File: src/rtl/lif_pkg.sv
// Shared definitions for the LIF neuron pipeline: default sizing and FSM state codes.
package lif_pkg;

    // Default sizing, reused by the synapse accumulator and the neuron core.
    localparam int unsigned DefNSyn = 8;
    localparam int unsigned DefWW   = 8;
    localparam int unsigned DefOutW = 8;

    // Transaction FSM states.
    typedef logic [1:0] lif_state_t;

    localparam lif_state_t StIdle   = 2'd0;
    localparam lif_state_t StAccum  = 2'd1;
    localparam lif_state_t StOutput = 2'd2;

    // Accumulator width that can hold the sum of n_syn signed w_w-bit weights.
    function automatic int unsigned acc_width(input int unsigned n_syn, input int unsigned w_w);
        return w_w + $clog2(n_syn);
    endfunction

endpackage

File: src/rtl/lif_sat_clip.sv
// Combinational signed saturation from IN_W bits down to OUT_W bits.
module lif_sat_clip #(
    parameter int unsigned IN_W  = 11,
    parameter int unsigned OUT_W = 8
) (
    input  logic [IN_W-1:0]  val_i,
    output logic [OUT_W-1:0] val_o,
    output logic             sat_o
);

    localparam int unsigned TopW = IN_W - OUT_W + 1;

    logic [TopW-1:0]  top_bits;
    logic [OUT_W-1:0] pos_lim;
    logic [OUT_W-1:0] neg_lim;

    assign top_bits = val_i[IN_W-1:OUT_W-1];
    assign pos_lim  = {1'b0, {(OUT_W - 1){1'b1}}};
    assign neg_lim  = {1'b1, {(OUT_W - 1){1'b0}}};

    // The value fits iff every bit above the output sign bit replicates it.
    always_comb begin
        sat_o = !((&top_bits) || !(|top_bits));
        if (sat_o) begin
            val_o = val_i[IN_W-1] ? neg_lim : pos_lim;
        end else begin
            val_o = val_i[OUT_W-1:0];
        end
    end

endmodule

File: src/rtl/lif_synapse_accumulator.sv
// Serial synapse accumulator: sums the weights of fired synapses, one per cycle,
// and hands a saturated current to the neuron over a valid/ready handshake.
module lif_synapse_accumulator
    import lif_pkg::*;
#(
    parameter int unsigned N_SYN = DefNSyn,
    parameter int unsigned W_W   = DefWW,
    parameter int unsigned OUT_W = DefOutW
) (
    input  logic                     clk,
    input  logic                     rst_n,
    input  logic                     spk_valid,
    output logic                     spk_ready,
    input  logic [N_SYN-1:0]         spk_vec,
    input  logic                     w_we,
    input  logic [$clog2(N_SYN)-1:0] w_addr,
    input  logic [W_W-1:0]           w_data,
    output logic                     cur_valid,
    input  logic                     cur_ready,
    output logic [OUT_W-1:0]         cur_data,
    output logic                     cur_sat,
    output logic                     busy
);

    localparam int unsigned IdxW = $clog2(N_SYN);
    localparam int unsigned AccW = acc_width(N_SYN, W_W);

    lif_state_t             state_q, state_d;
    logic [N_SYN-1:0]       spk_vec_q, spk_vec_d;
    logic signed [AccW-1:0] acc_q, acc_d;
    logic [IdxW-1:0]        idx_q, idx_d;
    logic [W_W-1:0]         w_q [N_SYN];
    logic [OUT_W-1:0]       cur_data_q, cur_data_d;
    logic                   cur_sat_q, cur_sat_d;

    logic [W_W-1:0]         w_sel;
    logic signed [AccW-1:0] w_ext;
    logic                   last_idx;
    logic [OUT_W-1:0]       clip_data;
    logic                   clip_sat;

    assign w_sel    = w_q[idx_q];
    assign w_ext    = {{IdxW{w_sel[W_W-1]}}, w_sel};
    assign last_idx = (idx_q == IdxW'(N_SYN - 1));

    // Clip the value the accumulator is about to hold, so the result register
    // captures it on the same edge that finishes the last synapse.
    lif_sat_clip #(
        .IN_W  (AccW),
        .OUT_W (OUT_W)
    ) u_sat_clip (
        .val_i (acc_d),
        .val_o (clip_data),
        .sat_o (clip_sat)
    );

    // Next-state for the transaction FSM and the serial accumulation datapath.
    always_comb begin
        state_d   = state_q;
        spk_vec_d = spk_vec_q;
        acc_d     = acc_q;
        idx_d     = idx_q;
        unique case (state_q)
            StIdle: begin
                if (spk_valid) begin
                    spk_vec_d = spk_vec;
                    acc_d     = '0;
                    idx_d     = '0;
                    state_d   = StAccum;
                end
            end
            StAccum: begin
                // Fixed latency: every synapse takes a cycle whether it fired or not.
                if (spk_vec_q[idx_q]) begin
                    acc_d = acc_q + w_ext;
                end
                idx_d = idx_q + IdxW'(1);
                if (last_idx) begin
                    state_d = StOutput;
                end
            end
            StOutput: begin
                if (cur_ready) begin
                    state_d = StIdle;
                end
            end
            default: begin
                state_d = StIdle;
            end
        endcase
    end

    // Result capture: loaded only when accumulation completes, held through OUTPUT.
    always_comb begin
        cur_data_d = cur_data_q;
        cur_sat_d  = cur_sat_q;
        if (state_q == StAccum && last_idx) begin
            cur_data_d = clip_data;
            cur_sat_d  = clip_sat;
        end
    end

    // Transaction state and result registers.
    always_ff @(posedge clk or negedge rst_n) begin
        if (!rst_n) begin
            state_q    <= StIdle;
            spk_vec_q  <= '0;
            acc_q      <= '0;
            idx_q      <= '0;
            cur_data_q <= '0;
            cur_sat_q  <= 1'b0;
        end else begin
            state_q    <= state_d;
            spk_vec_q  <= spk_vec_d;
            acc_q      <= acc_d;
            idx_q      <= idx_d;
            cur_data_q <= cur_data_d;
            cur_sat_q  <= cur_sat_d;
        end
    end

    // Weight register file; writes are locked out while a vector is in flight.
    always_ff @(posedge clk or negedge rst_n) begin
        if (!rst_n) begin
            for (int i = 0; i < int'(N_SYN); i++) begin
                w_q[i] <= '0;
            end
        end else if (w_we && state_q == StIdle) begin
            w_q[w_addr] <= w_data;
        end
    end

    // Handshake and status outputs decode directly from the state register.
    always_comb begin
        spk_ready = (state_q == StIdle);
        cur_valid = (state_q == StOutput);
        busy      = (state_q != StIdle);
        cur_data  = cur_data_q;
        cur_sat   = cur_sat_q;
    end

endmodule

File: config.mk
export PLATFORM = sky130hd
export DESIGN_NAME = lif_synapse_accumulator
export DESIGN_NICKNAME = d
export VERILOG_FILES = /design/src/rtl/lif_pkg.sv /design/src/rtl/lif_sat_clip.sv /design/src/rtl/lif_synapse_accumulator.sv
export SDC_FILE = /design/constraint.sdc
export NUM_CORES = 1
export LEC_CHECK = 0
export CORE_UTILIZATION = 40
export CTS_CLUSTER_SIZE = 25
export DETAILED_ROUTE_END_ITERATION = 8
export PLACE_DENSITY = 0.55
export SLEW_MARGIN = 5
export SYNTH_ARGS = -nofsm -noshare
export SYNTH_HDL_FRONTEND = slang
export SYNTH_SLANG_ARGS = --single-unit
File: constraint.sdc
create_clock -name clk -period 7.3 [get_ports clk]
set_clock_uncertainty 0.2 [all_clocks]
set_input_delay 1.095 -clock clk [delete_from_list [all_inputs] [get_ports clk]]
set_output_delay 1.095 -clock clk [all_outputs]
set_load 0.02 [all_outputs]
; Yosys cells after proc, flatten, opt, wreduce, memory -nomap -nowiden
; Index checks and enable logic that the tools add are counted.
[totals]
reg_bits = 97
out_inout_bits = 12
[op_classes]
n_eq_ne = 6
bitwise_logic = 2
muxes = 19
n_lt_le_gt_ge = 4
n_addsub = 2
n_reduce_logical = 14
[ops]
columns = op, n
row1 = $bwmux 64, 1
row2 = $mux 8, 5
row3 = $bmux 8 s3, 1
row4 = $demux 8 s3, 1
row5 = $mux 11, 2
row6 = $pmux 11 s2, 1
row7 = $add 11x8->11, 1
row8 = $ge 4x4->1 const B, 2
row9 = $not 3->4, 2
row10 = $mux 2, 3
row11 = $pmux 2 s3, 1
row12 = $pmux 3 s2, 1
row13 = $lt 3x4->1 const B, 1
row14 = $lt 4x1->1 const B, 1
row15 = $ne 2x2->1 const B, 2
row16 = $reduce_and 2->1, 2
row17 = $reduce_and 4->1, 1
row18 = $reduce_bool 2->1, 2
row19 = $reduce_or 4->1, 1
row20 = $add 3x1->3 const B, 1
row21 = $bmux 1 s3, 1
row22 = $eq 3x3->1 const B, 1
row23 = $logic_and 1x1->1, 3
row24 = $mux 3, 1
row25 = other kinds (8), 9

; Longest topological paths before layout
; Gate-level depths: netlist of run 1.
[logic_depth]
depth_word = 11
ltp_mapped = 15
ltp_nobuf = 13

; Modules after synthesis
; Synthesis of run 1 repeated with hierarchy kept, for this count alone.
[hier_totals]
cells_unflattened = 356
hier_area_um2 = 4860.9
[modules_own_cells]
columns = module, seq_area_each_um2, cells_per_inst, area_each_um2, n_inst
row1 = lif_synapse_accumulator, 2427.3, 326, 4659.5, 1
row2 = lif_sat_clip, 0.0, 30, 201.4, 1

; Least setup slack after synthesis of run 1
; OpenSTA, ideal clock, no wires.
[synth_path]
path_type = reg2reg
startpoint = reg idx_q[0]
endpoint = reg cur_sat_q (netlist: cur_sat)
setup_ns = 0.126
stages_incl_launch_ff = 15
period_less_slack_ns = 4.156
slack_ns = 3.144
t_arrival_ns = 3.830
n_path_buf = 2
path_cell_list = dfrtp_1 > buf_4 > buf_1 > mux4_2 > mux2i_1 > inv_1 > ha_1 > a211oi_2 > o21bai_1 > a2111oi_0 > nor4_1 > or2_2 > a22oi_1 > nor3_2 > o21bai_1
[synth_via]
elab_chain_cells = 11
elab_cells_between_ends = 16
cone_classes = 1 x add/sub / 1 x eq/ne / 7 x mux / 1 x bitwise / 6 x reduce/logical
[synth_rtl]
columns = element, line
row1 = "start, declared", lif_synapse_accumulator.sv:31  ; logic [IdxW-1:0] idx_q, idx_d;
row2 = "start signal, assigned", lif_synapse_accumulator.sv:116  ; idx_q <= idx_d;
row3 = $not 3->4 (not written as such), lif_synapse_accumulator.sv:42  ; assign w_sel = w_q[idx_q];
row4 = $bmux 8 s3, lif_synapse_accumulator.sv:42
row5 = $mux 8 (not written as such) (2 in series), lif_synapse_accumulator.sv:42
row6 = $add 11x8->11, lif_synapse_accumulator.sv:75  ; acc_d = acc_q + w_ext;
row7 = $mux 11, lif_synapse_accumulator.sv:74  ; if (spk_vec_q[idx_q]) begin
row8 = $pmux 11 s2, lif_synapse_accumulator.sv:63  ; unique case (state_q)
row9 = $reduce_or 4->1, lif_sat_clip.sv:23  ; sat_o = !((&top_bits) || !(|top_bits));
row10 = $logic_not 1->1, lif_sat_clip.sv:23
row11 = $logic_or 1x1->1, lif_sat_clip.sv:23
row12 = $logic_not 1->1, lif_sat_clip.sv:23
row13 = "end signal, assigned", lif_synapse_accumulator.sv:118  ; cur_sat_q <= cur_sat_d;
row14 = "end, declared", lif_synapse_accumulator.sv:34  ; logic cur_sat_q, cur_sat_d;
; Parallel ways exist; a longest one is shown, timed or not. The select of a mux whose other input is x is not followed.
; A chain may end at the register's enable or synchronous reset.

; Final worst setup path of run 1
[layout_path]
startpoint = reg idx_q[1]
endpoint = reg cur_sat_q (netlist: cur_sat)
; Same word-level chain as after synthesis.

==> results by stage, run 1 <==
Flow run:
- The number of maximum-capacitance violations is 0.

Worst setup path:
- The element type at the critical path start is a flip-flop.
- The source of the worst register-to-register timing path is idx_q[1].
- The capturing element type of the critical path is a flip-flop.
- The critical path is of the reg -> reg type.
- The launching instance or port of the critical path is idx_q[1].
- The critical path arrival is ~4400 ps.
- The required time of the critical path is between 7000 and 8000 ps.
- In this run the worst path has a maximum fanout of 19.

Finish:
- Cells with a size suffix above 1 make up 29.76% of the layout.
- The net total in the final layout is ~440.
- The filler cells instantiated in the layout total around 1100.
- The commonest non-fill, non-tap cell in the layout is dfrtp_1.
- The antenna cell count is 0.
- The top cell types in the final layout, fill and taps aside, are 97 x dfrtp_1, 78 x mux2_2, 34 x clkdlybuf4s50_1.
- Relative to the synthesized area, the layout overhead comes to 16.04%.
- The final standard cell area without fillers is 0.005683 mm².
- The finished layout holds approximately 560 standard cells, fillers aside.

STA:
- Setup repair after global routing left no endpoint under its margin.
- The time the final worst path needs with I/O delays and setup is 4374 ps.
- Static timing analysis puts the maximum clock frequency at 228.6 MHz.
- The setup slack after layout is approximately 3000 ps.
- Setup violations remaining at the end of the flow were counted as 0.
- Measured against its own limit, the worst slew margin works out to a little under two fifths.
- The actual transition at the worst max-transition pin is slightly above 900 ps.
- The total negative slack is 0 ps.
- The number of max-slew violations in the final report was 0.
- The post-route clock period utilization is 59.92%.
- The count of endpoints failing hold in the final timing report was 0.

Global route:
- The first-pass GRT wire length is roughly 17000 µm.
- The via count of the first global-routing pass is around 3200.
- The maximum number of pins on one net before global-route repair is slightly above 60.
- The number of antenna violations at the first check in global routing is 0.
- Across every metal layer, demand over resource in global routing totals between 10% and 20%.
- Global routing finished with a remaining overflow of 0.

Yosys:
- The post-synthesis average cell area is ~13 µm².
- The number of nets in the synthesized netlist is approximately 410.
- In the synthesized netlist the dominant register cell turns out to be dfrtp_1.
- The flop and latch count out of synthesis is 97.
- The share of the Yosys chip area taken by registers is about half.
- The count of flip-flops with a built-in enable after synthesis is 0.
- The synthesis warning total is 0.
- Counting flops with an async set or reset pin after synthesis yields a share of 100.0%.
- The count of unique library cells instantiated by Yosys is 53.
- After synthesis the cells add up to just under 0.005 mm².
- Synthesis produced a netlist whose cell count is between 300 and 400.

Clock network:
- The buffer levels on the longest clock path is 2.
- The number of buffers created by CTS is 9.
- The source-to-sink clock delay at the later pin of the worst-skew pair is 350 ps.
- The level count of the clock H-tree is 3.
- The number of hold buffers added after CTS was 0.
- The clock sink count is 97.
- The number of gates resized after cts is 0.
- The clock edge transition at the registers on the reported setup and hold paths is approximately 70 ps.
- Clock tree synthesis selected as its root buffer the cell clkbuf_16.
- The post-CTS setup-driven buffer insertion count is 0.
- TritonCTS built the clock tree.

Placed design:
- Prior to clock tree synthesis, the placed netlist has a worst setup slack of 2966 ps.
- The count of buffers inserted at the top-level ports is 35.
- The placed cell area is between 0.005 and 0.006 mm².
- The number of placed instances, taps included, is 542.
- At the end of routability-driven placement, the weighted congestion stood at around 0.81.
- The detailed placer's ending HPWL is just over 7000 µm.

Floorplanning:
- The initial standard-cell utilization of the core is 40.94%.
- The floorplan step defined a core boundary enclosing approximately 0.012 mm².
- The standard-cell row count is 40.
- The die is between 100 and 150 µm wide.
- The floorplan die area is about 0.013 mm².
- For this design the top-level I/O count stands at 36.
- The floorplan step set the die height to approximately 110 µm.

Route:
- In this run the remaining antenna-violating nets after routing total 0.
- After detailed routing, the number of vias per cell comes to approximately 5.4.
- For this block, the routed nets add up to 10250 µm of wire.
- After detailed routing, the number of remaining DRC violations is 0.
- The first routing iteration left around 130 violations.
- The total via count after detailed routing is 3027.
- The first-pass iteration count of the detailed router is 4.
- In the final routed layout, each cell accounts on average for between 15 and 20 µm.

Outcome:
- The flow ran to the end, and the final reports show no timing, DRC or antenna violations.

Worst hold path:
- The startpoint identified for the worst hold timing path is cur_data[7].
- The kind of path behind the tightest hold check is reg -> reg.

Power:
- The static leakage power is between 2 and 3 nW.
- The total power density per cell area is 484.1 mW/mm².
- The largest voltage drop on the vdd net is approximately 180 µV.
- The power consumption is ~2.8 mW.
-- through the flow --
stage,utilization (%),hold slack [ps]
floorplan,-,270.4
detailed placement,44.97,279.5
finish,47.51,284.3
global placement,44.97,278.8
global route,47.51,311.5
CTS,47.51,294.8
-- cells by family after synthesis --
logic type	after synthesis	share of synthesized area, %
adder cells (fa/ha/maj)	13	3.475
AO/OA/AOI/OAI	55	8.764
buffers and inverters	28	2.478
flip-flops	97	49.57
XOR/XNOR	6	1.073
AND/OR/NAND/NOR	73	7.077
multiplexers	99	27.57
-- metal layers --
| metal | track usage, % | vias to the layer above | part of all wire [%] |
|---|---|---|---|
| li1 | - | 1439 | - |
| met1 | 24.30 | 1535 | 49 |
| met2 | 29.09 | 42 | 48 |
| met3 | 3.240 | 11 | 2.1 |
| met4 | 8.089 | 0 | 1.8 |
| met5 | 0 | - | 0 |
-- worst paths after layout --
check	endpoint	slack (ps)	cells past startpoint
min in group asynchronous	cur_data[7]	500	1
hold / removal	cur_data[7]	280	2
hold reg to reg	cur_data[7]	280	2
setup / recovery	cur_sat	2930	12
setup reg to reg	cur_sat	2930	12
max in group asynchronous	spk_vec_q[3]	5260	2
-- worst max-delay path, cell delays in order, from the launching register on --
cell       delay (ps)
dfrtp_1           950
mux4_1            400
mux2i_1           260
inv_1              80
ha_1              300
a211oi_2          270
o21bai_1          130
a2111oi_0         670
nor4_1            130
or2_2             320
a22oi_1           240
nor3_2            120
o21bai_1          180
-- sequential cells by signal, summed over array words and instances (netlist names) --
| signal | flops |
|---|---|
| state_q | 2 |
| cur_sat | 1 |
| cur_data | 8 |
| acc_q | 11 |
| spk_vec_q | 8 |
| idx_q | 3 |
| w_q | 64 |
-- where the power goes --
part	leakage, nW	internal [mW]	switching [mW]
clock network	0.148	0.283	0.200
registers	1.23	0.794	0.167
logic	1.19	0.667	0.640
total	2.57	1.74	1.01
-- cell type report --
class	count	area, µm²	area share (%)
Clock buffer	11	252.7	4.447
Multi-Input combinational cell	246	2349	41.33
Sequential cell	97	2427	42.71
Clock inverter	4	51.30	0.9027
Inverter	15	56.30	0.9908
Tap cell	147	183.9	3.236
Timing Repair Buffer	37	362.8	6.385
-- Yosys cell counts (2+ instances only) --
cell	n	share of area, %
buf_4	2	0.31
nor2_1	22	1.7
a22o_1	2	0.36
o21bai_1	4	0.61
nor3_1	5	0.51
inv_1	15	1.1
mux2_2	78	18
and3_1	3	0.38
a21oi_1	4	0.41
xor2_1	4	0.72
o2111ai_1	2	0.36
nand4_1	2	0.26
ha_1	12	3.1
mux4_2	15	6.9
a211oi_1	8	1.2
and2_1	2	0.26
mux4_1	3	1.6
mux2i_4	2	0.92
xnor2_1	2	0.36
nand3_1	8	0.82
nor2b_1	4	0.51
clkbuf_1	6	0.46
nand2b_1	2	0.26
buf_1	3	0.23
a21o_1	4	0.61
o31a_1	2	0.36
o21ai_0	8	0.82
o21a_1	8	1.2
nand2_1	18	1.4
dfrtp_1	97	50
nor4_1	2	0.26
(Power assumes the default switching activity.)
==> run 2, diff against run 1 <==
- PLACE_DENSITY: 0.55 -> 0.57
- clock period: 7.3 -> 3.85 ns (I/O delays scaled with it)
==> run 2 against run 1 <==
Against the previous run:
- global-route usage is 0.34 points higher
- critical path depth is 3 higher
- total power is 120% higher
- final area is 8.7% higher
- via count is 7.3% higher
- worst setup slack worse by 2900 ps
- utilization is 4.1 points higher
- critical endpoint is now cur_data[3]
==> results by stage, run 2 (synthesized netlist as in run 1, its figures left out) <==
Placed design:
- The detailed placer's ending HPWL is 7451 µm (was 7186 µm).
- The placer congestion estimate is 0.8298 (was 0.8128).
- The worst setup timing slack at the placement stage is -103.0 ps (was 2966 ps).
- The count of buffers inserted at the top-level ports is 35 (unchanged).

Power:
- The share of power burned in combinational logic was 54.7% (was 47.5%).
- The power spent charging and discharging nets was 2.173 mW (was 1.007 mW).
- The static leakage power was 2.760 nW (was 2.571 nW).
- The portion of total power attributed to the clock network came to 15.2% (was 17.6%).
- The fraction of power spent switching nets is 36.49% (was 36.62%).
- The total power density per cell area was 964.5 mW/mm² (was 484.1 mW/mm²).
- The largest voltage drop on the vdd net was 339.5 µV (was 175.7 µV).
- The portion of total power attributed to sequential cells came to 30.1% (was 34.9%).
- The design internal power is 3.783 mW (was 1.744 mW).
- The power consumption is 5.956 mW (was 2.751 mW).

STA:
- The number of endpoints failing setup at the final stage was 0 (unchanged).
- The setup slack after layout came to 14.07 ps (was 2926 ps).
- RSZ-0062 raised after global routing: yes (was no).
- The time the final worst path needs with I/O delays and setup is 3836 ps (was 4374 ps).
- The highest clock frequency the design can meet is 260.7 MHz (was 228.6 MHz).
- The count of endpoints failing hold in the final timing report is 0 (unchanged).
- The number of max-slew violations in the final report came to 0 (unchanged).
- The worst-case headroom to the max-slew limit is 34.63% (was 38.38%).
- The actual transition at the worst max-transition pin is 980.5 ps (was 924.4 ps).
- The total negative slack came to 0 ps (unchanged).
- The post-route clock period utilization is 99.63% (was 59.92%).

Clock network:
- The clock edge transition at the registers on the reported setup and hold paths is 70 ps (about the same).
- The clock sink count is 97 (unchanged).
- The source-to-sink clock delay at the later pin of the worst-skew pair is 350 ps (about the same).
- The count of hold-fix buffers inserted at cts is 0 (unchanged).
- The level count of the clock H-tree is 3 (unchanged).
- The buffer levels on the longest clock path is 2 (unchanged).
- The TritonCTS clock tree is done (unchanged).
- The number of buffers created by CTS was 9 (unchanged).
- The clock root buffer master is clkbuf_16 (unchanged).

Global route:
- The number of antenna violations at the first check in global routing is 0 (unchanged).
- The total routing resource utilization after global routing was 18.54% (was 18.20%).
- The first-pass GRT wire length is 17800 µm (was 17280 µm).
- The total overflow reported by the global router is 0 (unchanged).
- The via count of the first global-routing pass is 3388 (was 3227).
- The maximum number of pins on one net before global-route repair came to 77 (was 62).

Worst setup path:
- The required time of the critical path is 3920 ps (was 7330 ps).
- The maximum net fanout on the critical path is 6 (was 19).
- The critical path arrival is 3900 ps (was 4410 ps).
- The capturing element type of the critical path is a flip-flop (unchanged).
- The element type at the critical path start is a flip-flop (unchanged).
- The kind of critical path is reg -> reg (unchanged).

Route:
- The count of unresolved DRC violations after routing is 0 (unchanged).
- The mean routed wirelength per cell is 18.27 µm (was 18.40 µm).
- The number of DRC violations after detailed-routing iteration 0 was 152 (was 129).
- The total via count after detailed routing is 3248 (was 3027).
- The number of nets still failing antenna checks after routing is 0 (unchanged).
- The sum of routed wire length over all layers is 10870 µm (was 10250 µm).
- The via density per instance is 5.459 (was 5.434).
- The first-pass iteration count of the detailed router is 4 (unchanged).

Floorplanning:
- The initial standard-cell utilization of the core is 40.94% (unchanged).
- The number of primary I/O pins came to 36 (unchanged).
- The standard-cell row count is 40 (unchanged).
- The chip width is 112.7 µm (unchanged).
- The placeable core region is 0.01196 mm² (unchanged).
- The vertical die dimension is 112.7 µm (unchanged).
- The floorplan die area is 0.01269 mm² (unchanged).

Finish:
- The antenna cell count came to 0 (unchanged).
- Biggest regs: w_q (64), acc_q (11) (unchanged).
- The commonest non-fill, non-tap cell in the layout is dfrtp_1 (unchanged).
- The fraction of layout cells with a size suffix above 1 is 42.19% (was 29.76%).
- The signed area change from the synthesized netlist to the final layout came to 26.11% (was 16.04%).
- Most frequent cells in the layout: 96 x dfrtp_1, 75 x mux2_2, 34 x clkdlybuf4s50_1, 34 x buf_4, 22 x nor2_1 (was 97 x dfrtp_1, 78 x mux2_2, 34 x clkdlybuf4s50_1).
- The number of flip-flops in the largest register is 64 (unchanged).
- The net total in the final layout is 481 (was 443).
- The most flop-heavy register was w_q (unchanged).

Flow run:
- The number of maximum-capacitance violations is 0 (unchanged).

Worst hold path:
- The kind of path behind the tightest hold check is in -> async (was reg -> reg).

Outcome:
- Result of the run: complete, no violations (unchanged).
run 2: per-stage QoR:
step | std cells | area [µm²] | utilization [%] | hold WS [ps]
after floorplan | 371 | 4902 | - | 81.91
after global placement | 569 | 5595 | 46.78 | 265.0
after detailed placement | 569 | 5595 | 46.78 | 272.6
after CTS | 585 | 5906 | 49.37 | 219.5
after global routing | 595 | 6176 | 51.63 | 269.8
final | 595 | 6176 | 51.63 | 184.7
run 2: worst paths after layout:
kind,endpoint,from,slack [ps],depth (start not counted)
worst min register to register,cur_data[7],cur_data[7],280,2
min in group clk,cur_data[7],cur_data[7],280,2
worst max register to register,cur_data[3],idx_q[0],10,15
worst min-delay path,cur_data[7],rst_n,180,1
max in group asynchronous,w_q[22],rst_n,2500,2
worst max-delay path,cur_data[3],idx_q[0],10,15
run 2: power by group through the flow:
stage / registers (mW) / logic (mW) / clock network, mW
2_1_floorplan: 1.75 / 1.96 / 0
3_3_place_gp: 1.77 / 2.78 / 0
5_1_grt: 1.86 / 3.56 / 0.968
3_5_place_dp: 1.79 / 2.83 / 0
6_report: 1.79 / 3.26 / 0.904
4_1_cts: 1.77 / 2.88 / 0.927
run 2: what timing repair did:
item	4_1_cts	5_1_grt
pin swaps	2	23
endpoints found under the hold margin	0	0
setup endpoints to repair	8	8
resized for setup	3	43
setup buffers	1	13
run 2: worst max-delay path, cell delays in order (launching register included):
cell      delay, ps
dfrtp_2         410
buf_6           130
buf_4           100
mux4_2          470
mux2_4          290
ha_4            280
nor2b_4         160
o211a_1         210
o21ai_2          80
and3_2          220
o311a_1         370
a211oi_4        300
buf_4           170
nor3_4           50
buf_4           160
a211oi_2        150
run 2: per-layer routing:
layer | up-vias | global-route usage [%] | wire (µm)
met5 | - | 0 | 0
met4 | 0 | 8.356 | 248
met3 | 19 | 3.348 | 262
met2 | 47 | 28.72 | 5113
met1 | 1664 | 25.45 | 5243
li1 | 1518 | - | -
run 2: cell type report:
class / count / area (µm²)
clock inverter: 5 / 63.81
clock buffer: 10 / 229.0
inverter: 15 / 56.30
tap: 147 / 183.9
fill: 1054 / 5786
sequential: 97 / 2429
timing repair buffer: 75 / 686.9
multi-input combinational: 246 / 2527
